$ cat config.mk
export PLATFORM = sky130hd
export DESIGN_NAME = selfadd_feed_ctrl
export DESIGN_NICKNAME = d
export VERILOG_FILES = /design/src/rtl/selfadd_feed_ctrl_pkg.sv /design/src/rtl/selfadd_sync_fifo.sv /design/src/rtl/selfadd_feed_ctrl.sv
export SDC_FILE = /design/constraint.sdc
export NUM_CORES = 1
export LEC_CHECK = 0
export BUFFER_PORTS_ARGS = -buffer_cell sky130_fd_sc_hd__buf_2
export CAP_MARGIN = 25
export CORE_UTILIZATION = 35
export CTS_CLUSTER_SIZE = 20
export DETAILED_ROUTE_END_ITERATION = 8
export HOLD_SLACK_MARGIN = 0.05
export PLACE_DENSITY = 0.57
export SLEW_MARGIN = 20
export SYNTH_ARGS = -nofsm -noshare
export SYNTH_HDL_FRONTEND = slang
export SYNTH_SLANG_ARGS = --single-unit
$ cat constraint.sdc
create_clock -name clk -period 3.9 [get_ports clk]
set_input_delay 0.195 -clock clk [delete_from_list [all_inputs] [get_ports clk]]
set_output_delay 0.195 -clock clk [all_outputs]
set_load 0.02 [all_outputs]
$ cat src/rtl/selfadd_feed_ctrl_pkg.sv
// Shared definitions for the self-accumulating register unit feeders:
// default geometry, issue spacing and the issue-controller FSM states.
package selfadd_feed_ctrl_pkg;

  // Lane width of the accumulator operands.
  localparam int DEF_DW = 16;

  // Width of the per-group beat counter.
  localparam int DEF_CNT_W = 8;

  // Add latency of the accumulator; also the minimum issue spacing.
  localparam int DEF_ISSUE_GAP = 3;

  // Default input buffer depth.
  localparam int DEF_FIFO_DEPTH = 8;

  // Issue controller states.
  typedef enum logic [1:0] {
    IDLE  = 2'd0,
    ISSUE = 2'd1,
    GAP   = 2'd2,
    DRAIN = 2'd3
  } feed_state_t;

endpackage

$ cat src/rtl/selfadd_sync_fifo.sv
// Single-clock FIFO with registered read data and registered full/empty.
// rd_data shows the head entry one cycle after that entry was written or
// became the head, so a consumer that registers its pop decision (decides
// in one cycle, pops in the next) always sees valid head data.
module selfadd_sync_fifo #(
  parameter int W     = 8,
  parameter int DEPTH = 8
) (
  input  logic         clk,
  input  logic         rst,
  input  logic         push,
  input  logic [W-1:0] push_data,
  input  logic         pop,
  output logic [W-1:0] rd_data,
  output logic         full,
  output logic         empty
);

  localparam int AW = (DEPTH > 1) ? $clog2(DEPTH) : 1;
  localparam logic [AW:0] DEPTH_L = (AW + 1)'(DEPTH);

  logic [W-1:0]  mem [DEPTH];
  logic [AW-1:0] wr_ptr_reg;
  logic [AW-1:0] rd_ptr_reg;
  logic [AW-1:0] rd_addr;
  logic [AW:0]   count_reg;
  logic [AW:0]   count_next;
  logic          full_reg;
  logic          empty_reg;
  logic [W-1:0]  rd_data_reg;
  logic          push_ok;
  logic          pop_ok;

  assign push_ok = push && !full_reg;
  assign pop_ok  = pop && !empty_reg;

  // Read address looks one entry ahead on a pop so the next head is fetched.
  assign rd_addr    = pop_ok ? (rd_ptr_reg + AW'(1)) : rd_ptr_reg;
  assign count_next = count_reg + (AW + 1)'(push_ok) - (AW + 1)'(pop_ok);

  // Storage array, no reset so it maps onto block RAM.
  always_ff @(posedge clk) begin
    if (push_ok) begin
      mem[wr_ptr_reg] <= push_data;
    end
  end

  // Registered read port.
  always_ff @(posedge clk) begin
    if (!rst) begin
      rd_data_reg <= '0;
    end else begin
      rd_data_reg <= mem[rd_addr];
    end
  end

  // Pointers, occupancy and registered flags.
  always_ff @(posedge clk) begin
    if (!rst) begin
      wr_ptr_reg <= '0;
      rd_ptr_reg <= '0;
      count_reg  <= '0;
      full_reg   <= 1'b0;
      empty_reg  <= 1'b1;
    end else begin
      if (push_ok) begin
        wr_ptr_reg <= wr_ptr_reg + AW'(1);
      end
      if (pop_ok) begin
        rd_ptr_reg <= rd_ptr_reg + AW'(1);
      end
      count_reg <= count_next;
      full_reg  <= (count_next == DEPTH_L);
      empty_reg <= (count_next == '0);
    end
  end

  assign rd_data = rd_data_reg;
  assign full    = full_reg;
  assign empty   = empty_reg;

endmodule

$ cat src/rtl/selfadd_feed_ctrl.sv
// Issue controller in front of the 2x16b self-accumulating register unit.
// Buffers (a,b,last) beats, issues them with at least ISSUE_GAP cycles of
// spacing so the accumulator feedback has settled, flags the first beat of
// every group with acc_usr_rst and parks each group's final sum in a
// ready/valid output slot.
module selfadd_feed_ctrl
  import selfadd_feed_ctrl_pkg::*;
#(
  parameter int DW         = DEF_DW,
  parameter int FIFO_DEPTH = DEF_FIFO_DEPTH,
  parameter int ISSUE_GAP  = DEF_ISSUE_GAP,
  parameter int CNT_W      = DEF_CNT_W
) (
  input  logic             clk,
  input  logic             rst,
  input  logic             in_valid,
  output logic             in_ready,
  input  logic [DW-1:0]    in_data_a,
  input  logic [DW-1:0]    in_data_b,
  input  logic             in_last,
  output logic             acc_data_v,
  output logic [DW-1:0]    acc_data_a,
  output logic [DW-1:0]    acc_data_b,
  output logic             acc_usr_rst,
  input  logic             acc_res_v,
  input  logic [DW-1:0]    acc_res_a,
  input  logic [DW-1:0]    acc_res_b,
  output logic             res_valid,
  input  logic             res_ready,
  output logic [DW-1:0]    res_a,
  output logic [DW-1:0]    res_b,
  output logic [CNT_W-1:0] res_cnt
);

  localparam int FW    = 2 * DW + 1;
  localparam int GAP_W = $clog2(ISSUE_GAP + 1);
  localparam logic [GAP_W-1:0] GAP_LOAD = GAP_W'(ISSUE_GAP - 1);

  feed_state_t      state_reg;
  feed_state_t      state_next;
  logic [GAP_W-1:0] gap_cnt_reg;
  logic [CNT_W-1:0] out_cnt_reg;
  logic [CNT_W-1:0] beat_cnt_reg;
  logic             first_reg;
  logic             res_valid_reg;
  logic [DW-1:0]    res_a_reg;
  logic [DW-1:0]    res_b_reg;
  logic [CNT_W-1:0] res_cnt_reg;

  logic [FW-1:0]    fifo_rd;
  logic             fifo_full;
  logic             fifo_empty;
  logic             fifo_pop;
  logic [DW-1:0]    head_a;
  logic [DW-1:0]    head_b;
  logic             head_last;
  logic             slot_free;
  logic             gap_done;
  logic             res_dec;
  logic             capture;

  selfadd_sync_fifo #(
    .W     (FW),
    .DEPTH (FIFO_DEPTH)
  ) u_fifo (
    .clk       (clk),
    .rst       (rst),
    .push      (in_valid),
    .push_data ({in_last, in_data_b, in_data_a}),
    .pop       (fifo_pop),
    .rd_data   (fifo_rd),
    .full      (fifo_full),
    .empty     (fifo_empty)
  );

  assign in_ready  = !fifo_full;
  assign head_a    = fifo_rd[DW-1:0];
  assign head_b    = fifo_rd[2*DW-1:DW];
  assign head_last = fifo_rd[2*DW];

  // The slot can take a new group if it is empty or being drained this cycle.
  assign slot_free = !res_valid_reg || res_ready;
  assign gap_done  = (gap_cnt_reg <= GAP_W'(1));
  // Result pulses never take the outstanding count below zero, so pulses
  // left over from a group discarded by reset fall on the floor.
  assign res_dec   = acc_res_v && (out_cnt_reg != '0);
  assign capture   = (state_reg == DRAIN) && acc_res_v && (out_cnt_reg == CNT_W'(1));

  // Next-state and issue-side outputs.
  always_comb begin
    state_next  = state_reg;
    fifo_pop    = 1'b0;
    acc_data_v  = 1'b0;
    acc_usr_rst = 1'b0;
    acc_data_a  = '0;
    acc_data_b  = '0;
    case (state_reg)
      IDLE: begin
        // A group may only start once its result has somewhere to land.
        if (!fifo_empty && (!first_reg || slot_free)) begin
          state_next = ISSUE;
        end
      end
      ISSUE: begin
        fifo_pop    = 1'b1;
        acc_data_v  = 1'b1;
        acc_usr_rst = first_reg;
        acc_data_a  = head_a;
        acc_data_b  = head_b;
        state_next  = head_last ? DRAIN : GAP;
      end
      GAP: begin
        if (gap_done && !fifo_empty) begin
          state_next = ISSUE;
        end
      end
      DRAIN: begin
        if (capture) begin
          state_next = IDLE;
        end
      end
      default: state_next = IDLE;
    endcase
  end

  // FSM state register.
  always_ff @(posedge clk) begin
    if (!rst) begin
      state_reg <= IDLE;
    end else begin
      state_reg <= state_next;
    end
  end

  // Spacing counter: loaded on issue, counts down through GAP.
  always_ff @(posedge clk) begin
    if (!rst) begin
      gap_cnt_reg <= '0;
    end else if (acc_data_v) begin
      gap_cnt_reg <= GAP_LOAD;
    end else if (gap_cnt_reg != '0) begin
      gap_cnt_reg <= gap_cnt_reg - GAP_W'(1);
    end
  end

  // Beats issued whose result has not come back yet.
  always_ff @(posedge clk) begin
    if (!rst) begin
      out_cnt_reg <= '0;
    end else begin
      case ({acc_data_v, res_dec})
        2'b10:   out_cnt_reg <= out_cnt_reg + CNT_W'(1);
        2'b01:   out_cnt_reg <= out_cnt_reg - CNT_W'(1);
        default: out_cnt_reg <= out_cnt_reg;
      endcase
    end
  end

  // Beats in the current group, saturating, and the first-beat flag.
  always_ff @(posedge clk) begin
    if (!rst) begin
      beat_cnt_reg <= '0;
      first_reg    <= 1'b1;
    end else if (capture) begin
      beat_cnt_reg <= '0;
      first_reg    <= 1'b1;
    end else if (acc_data_v) begin
      first_reg <= 1'b0;
      if (!(&beat_cnt_reg)) begin
        beat_cnt_reg <= beat_cnt_reg + CNT_W'(1);
      end
    end
  end

  // Output slot: capture the final sum, hold it until accepted.
  always_ff @(posedge clk) begin
    if (!rst) begin
      res_valid_reg <= 1'b0;
      res_a_reg     <= '0;
      res_b_reg     <= '0;
      res_cnt_reg   <= '0;
    end else if (capture) begin
      res_valid_reg <= 1'b1;
      res_a_reg     <= acc_res_a;
      res_b_reg     <= acc_res_b;
      res_cnt_reg   <= beat_cnt_reg;
    end else if (res_ready) begin
      res_valid_reg <= 1'b0;
    end
  end

  assign res_valid = res_valid_reg;
  assign res_a     = res_a_reg;
  assign res_b     = res_b_reg;
  assign res_cnt   = res_cnt_reg;

endmodule

Yosys cells after proc, flatten, opt, wreduce, memory -nomap -nowiden
Memory sizes are Yosys's and may differ from the RTL's. A register that Yosys moved wholly into a read port is not among the register bits.
Index checks and enable logic that the tools add are counted.

storage, ports and cells
  register bits after elaboration = 74
  latch bits = 0
  RAM bits = 264
  bits in read-only memories = 0
  bits of input ports = 70
  output and inout bits = 76
  word-level logic and storage cells = 80
  memories kept = 1

cells by class
  add/sub/neg operators = 8
  multiply operators = 0
  div/mod/pow operators = 0
  magnitude comparators = 1
  equality and inequality tests = 10
  shift-type cells = 0
  multiplexer cells = 17
  bitwise operators = 2
  reduce and logical (&&, ||, !) cells = 26

memory list
  name        words  bits a word  rd ports  clocked after memory_dff  wr ports  RTL line                 source
  u_fifo.mem  8      33           1         1                         1         selfadd_sync_fifo.sv:22  logic [W-1:0] mem [DEPTH];

operators with widths
  operator               number
  $mux W16               2
  $add A8 B1 Y8 const B  2
  $pmux W8 S2            1
  $mux W2                5
  $eq A8 B1 Y1 const B   1
  $pmux W2 S4            1
  $reduce_and A8 Y1      1
  $reduce_bool A2 Y1     4
  $reduce_bool A8 Y1     1
  $sub A8 B1 Y8 const B  1
  $logic_and A1 B1 Y1    7
  $mux W1                7
  $add A3 B1 Y3 const B  2
  $eq A2 B2 Y1 const B   3
  $ne A2 B2 Y1 const B   3
  $logic_not A1 Y1       5
  $add A4 B1 Y4          1
  $eq A2 B1 Y1 const B   2
  $eq A4 B4 Y1 const B   1
  $logic_not A4 Y1       1
  $reduce_or A2 Y1       2
  $sub A4 B1 Y4          1
  $mux W3                1
  $reduce_and A3 Y1      1
  other kinds (6)        8

Logic depth before layout (Yosys ltp)
Gate-level depths: netlist of the first run.

  word-level depth = 6
  mapped depth = 14
  mapped depth without buffers = 10

Cells and area by module
A second synthesis of the first run with hierarchy kept.

unflattened totals
  cells, all modules = 1070
  area total of the unflattened synthesis = 15269.6 µm²

modules (own cells, without submodules)
  module             instances  cells an instance  area each (µm²)
  selfadd_sync_fifo  1          721                12311.8
  selfadd_feed_ctrl  1          349                2957.8

Worst setup path before layout of the first run
OpenSTA, ideal clock, no wires.

  path type = register -> register
  start point = register u_fifo.full_reg, in the netlist u_fifo.full
  end point = memory u_fifo.mem[4][0] (netlist name), enable pin
  arrival = 3298 ps
  data required time = 3429 ps
  slack = 131 ps
  stages on the path, launching flop included = 6
  path buffers = 0
  path through = dfxtp_1 > inv_1 > nand2_1 > inv_1 > nand2b_1 > nor3b_1

between the ends
  cells in the longest elaborated chain, start to end = 4

ends and longest elaborated chain
  element                        RTL line                 source
  from (decl)                    selfadd_sync_fifo.sv:28  logic full_reg;
  from (signal assigned)         selfadd_sync_fifo.sv:73  full_reg <= (count_next == DEPTH_L);
  $logic_not A1 Y1               -
  via in_ready                   selfadd_feed_ctrl.sv:17  output logic in_ready,
  $logic_and A1 B1 Y1            selfadd_sync_fifo.sv:34  assign push_ok = push && !full_reg;
  via u_fifo.push_ok             selfadd_sync_fifo.sv:31  logic push_ok;
  $mux W1                        selfadd_sync_fifo.sv:43  if (push_ok) begin
  $mux W1 (implied by the code)  selfadd_sync_fifo.sv:44  mem[wr_ptr_reg] <= push_data;
  to (decl)                      selfadd_sync_fifo.sv:22

The timed path passes the listed nets, and every way through them passes these cells.

Final worst setup path of the first run
  start point = register u_fifo.rd_ptr_reg[1]
  end point = register u_fifo.rd_data_reg[19], in the netlist u_fifo.rd_data[19], read port of u_fifo.mem

between the ends
  cells in the longest elaborated chain, start to end = 2

ends and longest elaborated chain
  element                 RTL line                 source
  from (decl)             selfadd_sync_fifo.sv:24  logic [AW-1:0] rd_ptr_reg;
  from (signal assigned)  selfadd_sync_fifo.sv:70  rd_ptr_reg <= rd_ptr_reg + AW'(1);
  $add A3 B1 Y3           selfadd_sync_fifo.sv:38  assign rd_addr = pop_ok ? (rd_ptr_reg + AW'(1)) : rd_ptr_reg;
  $mux W3 (*)             selfadd_sync_fifo.sv:38
  to (decl)               selfadd_sync_fifo.sv:30  logic [W-1:0] rd_data_reg;

Every way passes the cells marked *; elsewhere a longest branch is shown, timed or not.
A chain may end at the register's enable or synchronous reset.

==> flow_metrics.py, run 1 <==
metrics = {
    "timing": {
        "setup_viol": 0,
        "hold_viol": 0,
        "fin_crit_ns": 2.96,
        "fin_crit_sh_pct": 75.9,
        "max_freq_mhz": 338,
        "hold_slack_ns": 0.156,
        "worstMarginPinSlew_ns": 1.00,
        "slew_headroom_pct": 33.2,
        "rsz0062_at_grt": "no",
        "timing.clock.skew_ns": 0.0228,
        "fin_setup_tns_ns": 0,
        "slew_viol_final": 0,
    },
    "hold_path": {
        "holdPathEnd": "u_fifo.wr_ptr_reg[0]",
        "min_path_type": "in2reg",
        "hold_path_startpoint": "in_valid",
        "worstHoldPathCells": 4,
    },
    "floorplan": {
        "coreArea_mm2": 0.0441,
        "dieArea_mm2": 0.0454,
        "io_pins": 146,
        "die-width_um": 213,
        "die_y_um": 213,
        "fp-row-count": 77,
        "start_util_pct": 35.4,
    },
    "worst_setup_path": {
        "critPathMaxStageDelay_ns": 0.86,
        "path_cells": "ha_1 > nand4bb_4 > buf_4 > or2_2 > a21oi_1 > o41ai_1",
        "rr_startpoint": "u_fifo.rd_ptr_reg[1]",
        "cp-end-kind": "flop",
        "timing.critical_path.fanout_max": 35,
        "path_delay_family": "simple AND/OR/NAND/NOR gates",
        "crit_arrival_ns": 3.41,
        "worst_r2r_endpoint": "u_fifo.rd_data[19]",
        "startpoint_type": "flop",
        "reg2regPathDepth": 6,
        "worstPathRequired_ns": 4.35,
        "cp_num_buf_inv": 1,
        "path_class": "reg2reg",
        "rrSetupSlack_ns": 0.94,
        "crit_slowest_cell": "or2_2",
    },
    "logic_synthesis": {
        "synth_area_mm2": 0.0156,
        "synth-edff-count": 264,
        "syn_nets": 1302,
        "synthArstFlopShare_pct": 0,
        "ys_seq_elements": 371,
        "ys_seq_area_share_pct": 64.5,
        "netlist_instances": 1219,
        "synth_ff_type": "edfxtp_1",
        "ys_types": 57,
        "syn-mean-instance-area_um2": 12.8,
        "yosysWarnings": 0,
    },
    "global_route": {
        "overflow": 0,
        "grt_pass1_vias": 10500,
        "grt_max_degree": 73,
        "track_usage_pct": 17.2,
        "met3_usage_pct": 3.27,
        "antenna_found_initial": 4,
        "met2_usage_pct": 29.1,
        "grt_pass1_wl_um": 59100,
        "grt_busiest_layer": "met2",
        "grt_use_met1_pct": 21.9,
    },
    "cells_and_area": {
        "largest_register_ffs": 264,
        "fin_area_mm2": 0.0189,
        "fin_util_pct": 42.8,
        "syn_to_final_growth_pct": 21.1,
        "final_layout_size_suffix_gt1_share_pct": 19.4,
        "nFillCells": 4072,
        "layout.nets": 1488,
    },
    "pwr": {
        "power_per_cell_area_mw_per_mm2": 562,
        "p_total_w": 0.0106,
        "max-vdd-ir-drop_v": 0.000443,
        "p_leak_nw": 6.55,
    },
    "detailed_routing": {
        "vias_per_cell": 5.22,
        "wire_per_inst_um": 19.1,
        "drc": 0,
        "num_vias": 10600,
        "drt-total-wl_um": 38900,
        "drtAntennaViolNets": 0,
        "drt_iter0_markers": 667,
        "dr.pass1.iters": 5,
    },
    "clock_tree": {
        "clk_pin_slew_worst_paths_ns": 0.06,
        "tritoncts": "done",
        "cts_buffer_depth": 3,
        "clockRootBuffer": "clkbuf_16",
        "htreeDepth": 2,
        "cts_inserted_buffers": 41,
        "cts_setup_buffers": 0,
        "cts.sinks": 371,
        "insertion_delay_ns": 0.56,
    },
    "status": {
        "status": "finished, final reports clean",
    },
    "run": {
        "maxCapViolCount": 0,
    },
    "place": {
        "post_dp_cell_area_mm2": 0.0169,
        "io_buffers": 145,
        "finalWeightedCongestion": 0.746,
        "hpwl_um": 21400,
    },
}
[how the worst max path moves through the flow]
stage,slack [ns],startpoint,cells after the start,to
after CTS,0.92,u_fifo.rd_ptr_reg[1],6,u_fifo.rd_data[4]
after detailed placement,0.96,u_fifo.rd_ptr_reg[1],6,u_fifo.rd_data[4]
after global routing,0.80,u_fifo.rd_ptr_reg[1],6,u_fifo.rd_data[13]
after global placement,1.05,u_fifo.rd_ptr_reg[1],6,u_fifo.rd_data[23]
after floorplan,0.13,u_fifo.full,5,u_fifo.mem[4][0]
final,0.94,u_fifo.rd_ptr_reg[1],6,u_fifo.rd_data[19]
[cell usage after synthesis (all sizes together), types with 2 or more instances]
cell type    n  area, µm²
or3          2       12.5
nor2b        2       12.5
o41ai       33        402
inv         13       48.8
edfxtp     264       7930
nor3b        3       22.5
dfxtp      107       2140
and4         2       17.5
o221ai      33        289
clkbuf      54        203
nand2      100        378
a22oi       33        248
xor2        10       87.6
a21oi      105        526
a21boi      48        364
nand4bb      2       22.5
nand3        6       30.0
o22ai       99        619
buf         47        318
o21ai        3       15.0
and3         2       12.5
nand2b       5       33.8
o21a        33        248
and2        45        282
nand4        2       12.5
a21o         3       22.5
nor2        49        184
mux2i       68        681
ha          12        150
or4          2       18.8
nor3         7       35.0
xnor2        9       78.8
[through the flow]
step,setup slack [ns],cells
2_1_floorplan,0.131,1219
3_3_place_gp,1.05,1888
3_5_place_dp,0.960,1888
4_1_cts,0.925,2029
5_1_grt,0.803,2031
6_report,0.940,2031
[power breakdown]
group / leakage [nW] / switching [W] / internal (W)
sequential: 3.27 / 0.000202 / 0.00454
clock: 0.660 / 0.00154 / 0.00227
combinational: 2.62 / 0.00123 / 0.000844
total: 6.55 / 0.00297 / 0.00765
[worst reg2reg max path: cells and delay by family, from the launching register on]
| family | cells | cell delay [ns] |
|---|---|---|
| buf+inv | 1 | 0.38 |
| simple gates | 2 | 0.99 |
| flops | 1 | 0.56 |
| compound gates | 2 | 0.58 |
| fa+ha+maj | 1 | 0.35 |
[routing by layer]
| layer | up-vias | share of wire, % | routed length, µm |
|---|---|---|---|
| li1 | 5041 | - | - |
| met5 | - | 0.075 | 29 |
| met3 | 61 | 6.1 | 2380 |
| met1 | 5188 | 44 | 17100 |
| met4 | 4 | 2.4 | 936 |
| met2 | 309 | 47 | 18400 |
[repair_timing]
action	in CTS	in global routing
gates resized for setup	0	0
endpoints found under the setup margin	0	0
hold buffers	66	0
hold endpoints to repair	297	0
[placed cells by master, fill, tap and decap left out, types with 10 or more instances in the layout]
master / instances
o221ai_1: 33
clkbuf_1: 11
o22ai_1: 99
o41ai_2: 15
xor2_1: 10
clkbuf_16: 43
edfxtp_1: 264
mux2i_1: 68
a21boi_1: 39
ha_1: 12
buf_2: 145
nand2_1: 99
o21a_1: 33
buf_4: 33
nor2_1: 47
o41ai_1: 18
dlygate4sd3_1: 66
dfxtp_1: 105
and2_1: 45
a21oi_1: 105
inv_1: 13
a22oi_1: 33
[cell families after synthesis]
group                    count (synthesis)  synth area share (%)
AND/OR/NAND/NOR                        239                  7.48
adder cells (fa/ha/maj)                 13                  1.09
flip-flops                             371                  64.5
buffers and inverters                  114                  3.65
AO/OA/AOI/OAI                          394                  17.7
multiplexers                            69                  4.46
XOR/XNOR                                19                  1.07
[final cells by class]
type	count	area, µm²	share of cell area (%)
Antenna cell	2	5.00	0.0265
Clock buffer	60	1200	6.35
Clock inverter	15	138	0.728
Inverter	13	48.8	0.258
Multi-Input combinational cell	734	5050	26.7
Sequential cell	371	10100	53.3
Tap cell	592	741	3.92
Timing Repair Buffer	244	1630	8.65
Power figures use the tool's default switching activity.
==> inputs of run 2 (changes only) <==
--- a/config.mk
+++ b/config.mk
@@ -11,7 +11,7 @@
 export CTS_CLUSTER_SIZE = 20
 export DETAILED_ROUTE_END_ITERATION = 8
 export HOLD_SLACK_MARGIN = 0.05
-export PLACE_DENSITY = 0.57
+export PLACE_DENSITY = 0.59
 export SLEW_MARGIN = 20
 export SYNTH_ARGS = -nofsm -noshare
 export SYNTH_HDL_FRONTEND = slang
==> constraint.sdc (replaced) <==
create_clock -name clk -period 2.37 [get_ports clk]
set_input_delay 0.1185 -clock clk [delete_from_list [all_inputs] [get_ports clk]]
set_output_delay 0.1185 -clock clk [all_outputs]
set_load 0.02 [all_outputs]
==> flow_metrics.py, run 2 (same netlist as run 1, synthesis figures left out) <==
metrics = {
    "clock_tree": {
        "htreeDepth": 2,
        "clockRootBuffer": "clkbuf_16",
        "cts_inserted_buffers": 41,
        "cts.sinks": 371,
        "cts_buffer_depth": 3,
        "tritoncts": "done",
        "insertion_delay_ns": 0.56,
        "clk_pin_slew_worst_paths_ns": 0.06,
        "cts_setup_buffers": 0,
    },
    "worst_setup_path": {
        "crit_slowest_cell": "or4b_4",
        "startpoint_type": "flop",
        "cp_common_cell": "buf_4",
        "worstPathRequired_ns": 2.80,
        "critPathMaxStageDelay_ns": 0.57,
        "path_class": "reg2reg",
        "cp-end-kind": "flop",
        "path_cells": "ha_1 > or4b_4 > buf_4 > buf_4 > o221ai_1 > o21a_1 > o41ai_2",
        "timing.critical_path.fanout_max": 20,
        "crit_arrival_ns": 2.69,
    },
    "cells_and_area": {
        "final_layout_size_suffix_gt1_share_pct": 21.0,
        "final_common_cell": "edfxtp_1",
        "nFillCells": 4071,
        "mostFrequentLayoutCells": "edfxtp_1 (264), buf_2 (145), dfxtp_1 (104)",
        "syn_to_final_growth_pct": 24.3,
        "regArea_mm2": 0.0101,
        "multi_input_area_mm2": 0.00513,
        "layout.nets": 1510,
        "largest_register_ffs": 264,
        "final_cells": 2053,
    },
    "pwr": {
        "p_int_w": 0.0129,
        "clkPwrFrac_pct": 35.3,
        "p_sw_w": 0.00503,
        "p_seq_share_pct": 43.2,
        "combPwrFrac_pct": 21.5,
        "swShare_pct": 28.1,
        "p_leak_nw": 6.71,
        "max-vdd-ir-drop_v": 0.000632,
        "power_per_cell_area_mw_per_mm2": 923,
        "p_total_w": 0.0179,
    },
    "run": {
        "maxCapViolCount": 0,
    },
    "detailed_routing": {
        "wire_per_inst_um": 19.4,
        "drc": 0,
        "drtAntennaViolNets": 0,
        "dr.pass1.iters": 5,
        "vias_per_cell": 5.31,
        "num_vias": 10900,
        "drt-total-wl_um": 39800,
        "drt_iter0_markers": 629,
    },
    "timing": {
        "rsz0062_at_grt": "no",
        "max_freq_mhz": 443,
        "fin_setup_tns_ns": 0,
        "worstMarginPinSlew_ns": 0.626,
        "fin_crit_ns": 2.26,
        "setup_viol": 0,
        "slew_viol_final": 0,
        "hold_viol": 0,
        "fin_crit_sh_pct": 95.2,
        "slew_headroom_pct": 58.3,
        "timing.clock.skew_ns": 0.0112,
        "fin_ws_ns": 0.113,
    },
    "hold_path": {
        "min_path_type": "in2reg",
    },
    "global_route": {
        "grt_max_degree": 73,
        "track_usage_pct": 17.3,
        "grt_pass1_wl_um": 60000,
        "grt_pass1_vias": 10800,
        "antenna_found_initial": 3,
        "overflow": 0,
    },
    "status": {
        "status": "finished, final reports clean",
    },
    "floorplan": {
        "io_pins": 146,
        "coreArea_mm2": 0.0441,
        "die_y_um": 213,
        "die-width_um": 213,
        "start_util_pct": 35.4,
        "fp-row-count": 77,
        "dieArea_mm2": 0.0454,
    },
    "place": {
        "finalWeightedCongestion": 0.748,
        "post-place-ws_ns": 0.0314,
        "hpwl_um": 21700,
        "io_buffers": 145,
        "dp_cells": 1908,
    },
}
[run 2: layer usage]
metal	global-route usage, %	vias up	share of wire (%)
met5	0	-	0.068
met4	6.38	4	2.8
met3	4.12	79	6.7
met2	29.6	346	47
met1	21.1	5372	43
li1	-	5105	-
[run 2: final cells by class]
type                            instances  share of cell area [%]
Inverter                               13                   0.264
Sequential cell                       371                    51.9
Antenna cell                            1                  0.0129
Clock buffer                           58                    5.93
Timing Repair Buffer                  266                    10.6
Tap cell                              592                    3.82
Clock inverter                         18                   0.955
Multi-Input combinational cell        734                    26.5
[run 2: worst max-delay path, delay by kind of cell, from the launching register on]
kind | cells | cell delay, ns
AND/OR/NAND/NOR | 1 | 0.57
buffers and inverters | 2 | 0.47
AO/OA/AOI/OAI | 3 | 0.42
adder cells (fa/ha/maj) | 1 | 0.32
flip-flops | 1 | 0.35
[run 2: repair_timing]
action	CTS	global route
setup endpoints to repair	0	5
hold buffers	68	0
hold endpoints to repair	302	0
gates resized for setup	0	8
[run 2: path summary, 6_finish.rpt]
kind                                            from           endpoint  slack (ns)  cells after the start
worst min-delay path                       acc_res_v         res_cnt[4]        0.20                      6
worst min register to register        gap_cnt_reg[0]     gap_cnt_reg[0]        0.42                      1
worst max-delay path            u_fifo.rd_ptr_reg[1]  u_fifo.rd_data[5]        0.11                      7
worst max register to register  u_fifo.rd_ptr_reg[1]  u_fifo.rd_data[5]        0.11                      7
[run 2: metrics by stage]
| step | hold slack [ns] | utilization [%] | cell area [µm²] |
|---|---|---|---|
| after floorplan | 0.217 | - | 15700 |
| after global placement | 0.360 | 39.3 | 17300 |
| after detailed placement | 0.365 | 39.3 | 17300 |
| after CTS | 0.168 | 43.9 | 19400 |
| after global routing | 0.197 | 44.0 | 19400 |
| final | 0.203 | 44.0 | 19400 |
[run 2: power groups by stage]
stage               Combinational, W  Clock, W  Sequential (W)
floorplan                    0.00259         0         0.00779
global placement             0.00367         0         0.00786
CTS                          0.00385   0.00649         0.00773
finish                       0.00386   0.00631         0.00773
global route                 0.00424   0.00673         0.00778
detailed placement           0.00374         0         0.00786
==> inputs of run 3 (changes only) <==
--- a/config.mk
+++ b/config.mk
@@ -12,6 +12,7 @@
 export DETAILED_ROUTE_END_ITERATION = 8
 export HOLD_SLACK_MARGIN = 0.05
 export PLACE_DENSITY = 0.59
+export REMOVE_ABC_BUFFERS = 1
 export SLEW_MARGIN = 20
 export SYNTH_ARGS = -nofsm -noshare
 export SYNTH_HDL_FRONTEND = slang
==> constraint.sdc (replaced) <==
create_clock -name clk -period 2.37 [get_ports clk]
set_input_delay 0.1185 -clock clk [delete_from_list [all_inputs] [get_ports clk]]
set_output_delay 0.1185 -clock clk [all_outputs]
set_load 0.005 [all_outputs]
==> flow_metrics.py, run 3 (same netlist as run 1, synthesis figures left out) <==
metrics = {
    "worst_setup_path": {
        "rrSetupSlack_ns": 0.14,
        "startpoint_type": "flop",
        "worst_r2r_endpoint": "u_fifo.rd_data[5]",
        "crit_arrival_ns": 2.66,
        "rr_startpoint": "u_fifo.rd_ptr_reg[1]",
        "worstPathRequired_ns": 2.80,
        "timing.critical_path.fanout_max": 30,
        "reg2regPathDepth": 7,
        "path_class": "reg2reg",
        "cp-end-kind": "flop",
    },
    "floorplan": {
        "die_y_um": 213,
        "io_pins": 146,
        "die-width_um": 213,
        "coreArea_mm2": 0.0441,
        "start_util_pct": 35.4,
        "dieArea_mm2": 0.0454,
        "fp-row-count": 77,
    },
    "clock_tree": {
        "cts.sinks": 371,
        "cts_buffer_depth": 3,
        "clk_pin_slew_worst_paths_ns": 0.06,
        "cts_inserted_buffers": 41,
        "clockRootBuffer": "clkbuf_16",
        "insertion_delay_ns": 0.57,
        "htreeDepth": 2,
        "tritoncts": "done",
        "cts_setup_buffers": 0,
    },
    "hold_path": {
        "worstHoldPathCells": 4,
        "hold_path_startpoint": "acc_res_b[8]",
        "min_path_type": "in2reg",
        "holdPathEnd": "res_b[8]",
    },
    "detailed_routing": {
        "drc": 0,
        "drt-total-wl_um": 38800,
        "num_vias": 10700,
        "vias_per_cell": 5.20,
        "drtAntennaViolNets": 0,
        "drt_iter0_markers": 748,
        "wire_per_inst_um": 18.7,
        "dr.pass1.iters": 7,
    },
    "cells_and_area": {
        "syn_to_final_growth_pct": 24.9,
        "nFillCells": 4057,
        "largest_register_ffs": 264,
        "final_cells": 2067,
        "final_layout_size_suffix_gt1_share_pct": 21.8,
        "mostFrequentLayoutCells": "edfxtp_1 (264), buf_2 (145), dfxtp_1 (105)",
        "layout.nets": 1525,
        "final_common_cell": "edfxtp_1",
    },
    "timing": {
        "fin_crit_sh_pct": 94.0,
        "fin_ws_ns": 0.143,
        "worstMarginPinSlew_ns": 0.825,
        "timing.clock.skew_ns": 0.0267,
        "slew_viol_final": 0,
        "fin_crit_ns": 2.23,
        "setup_viol": 0,
        "slew_headroom_pct": 45.0,
        "max_freq_mhz": 449,
        "hold_viol": 0,
        "rsz0062_at_grt": "no",
    },
    "global_route": {
        "met3_usage_pct": 2.87,
        "grt_use_met1_pct": 21.8,
        "met2_usage_pct": 28.9,
        "grt_max_degree": 73,
        "grt_busiest_layer": "met2",
        "track_usage_pct": 16.9,
        "grt_pass1_wl_um": 58600,
        "grt_pass1_vias": 10500,
        "antenna_found_initial": 3,
        "overflow": 0,
    },
    "place": {
        "post-place-ws_ns": 0.0212,
        "io_buffers": 145,
        "dp_cells": 1923,
        "hpwl_um": 22100,
        "finalWeightedCongestion": 0.758,
    },
    "pwr": {
        "p_total_w": 0.0179,
        "p_leak_nw": 6.83,
        "max-vdd-ir-drop_v": 0.000458,
        "power_per_cell_area_mw_per_mm2": 919,
    },
    "status": {
        "status": "finished, final reports clean",
    },
    "run": {
        "maxCapViolCount": 0,
    },
}
[run 3: worst max-delay path by stage]
stage	start	to	slack, ns
final	u_fifo.rd_ptr_reg[1]	u_fifo.rd_data[5]	0.14
after global routing	out_cnt_reg[3]	out_cnt_reg[6]	0.01
after CTS	state_reg[1]	u_fifo.empty	0.02
after detailed placement	state_reg[0]	u_fifo.empty	0.02
after global placement	state_reg[1]	u_fifo.empty	0.04
after floorplan	u_fifo.rd_ptr_reg[1]	u_fifo.rd_data[0]	-3.28
[run 3: where the power goes]
part           switching, W  internal, W
Sequential         0.000242      0.00747
Clock               0.00257      0.00384
Combinational       0.00209      0.00172
[run 3: per-stage QoR]
stage	util [%]	cell area (µm²)	TNS (ns)	hold slack (ns)
CTS	44.1	19500	0	0.308
detailed placement	39.4	17400	0	0.363
floorplan	-	15100	-363.28	0.195
global route	44.2	19500	0	0.343
global placement	39.4	17400	0	0.359
finish	44.2	19500	0	0.346
[run 3: metal layers]
metal,part of all wire [%],vias to the layer above
met2,48,302
met5,0.034,-
li1,-,5119
met1,44,5268
met4,2.0,2
met3,5.4,53
[run 3: repair_timing]
| action | 4_1_cts | 5_1_grt |
|---|---|---|
| resized for setup | 0 | 12 |
| hold buffers | 68 | 0 |
| hold endpoints to repair | 300 | 0 |
| setup endpoints to repair | 0 | 9 |
[run 3: final cells by class]
| cell class | instances | area (µm²) | share of cell area, % |
|---|---|---|---|
| sequential | 371 | 10100 | 51.7 |
| multi-input combinational | 734 | 5090 | 26.1 |
| timing repair buffer | 281 | 2170 | 11.1 |
| clock buffer | 63 | 1240 | 6.36 |
| tap | 592 | 741 | 3.80 |
| clock inverter | 12 | 138 | 0.706 |
| inverter | 13 | 48.8 | 0.250 |
| antenna | 1 | 2.50 | 0.0128 |
[run 3: worst max-delay path, cell delays in order (launching register included)]
cell,delay (ns)
dfxtp_4,0.35
ha_1,0.32
or4b_4,0.55
buf_4,0.27
o22ai_1,0.17
a21oi_1,0.06
a22oi_1,0.28
o41ai_2,0.11
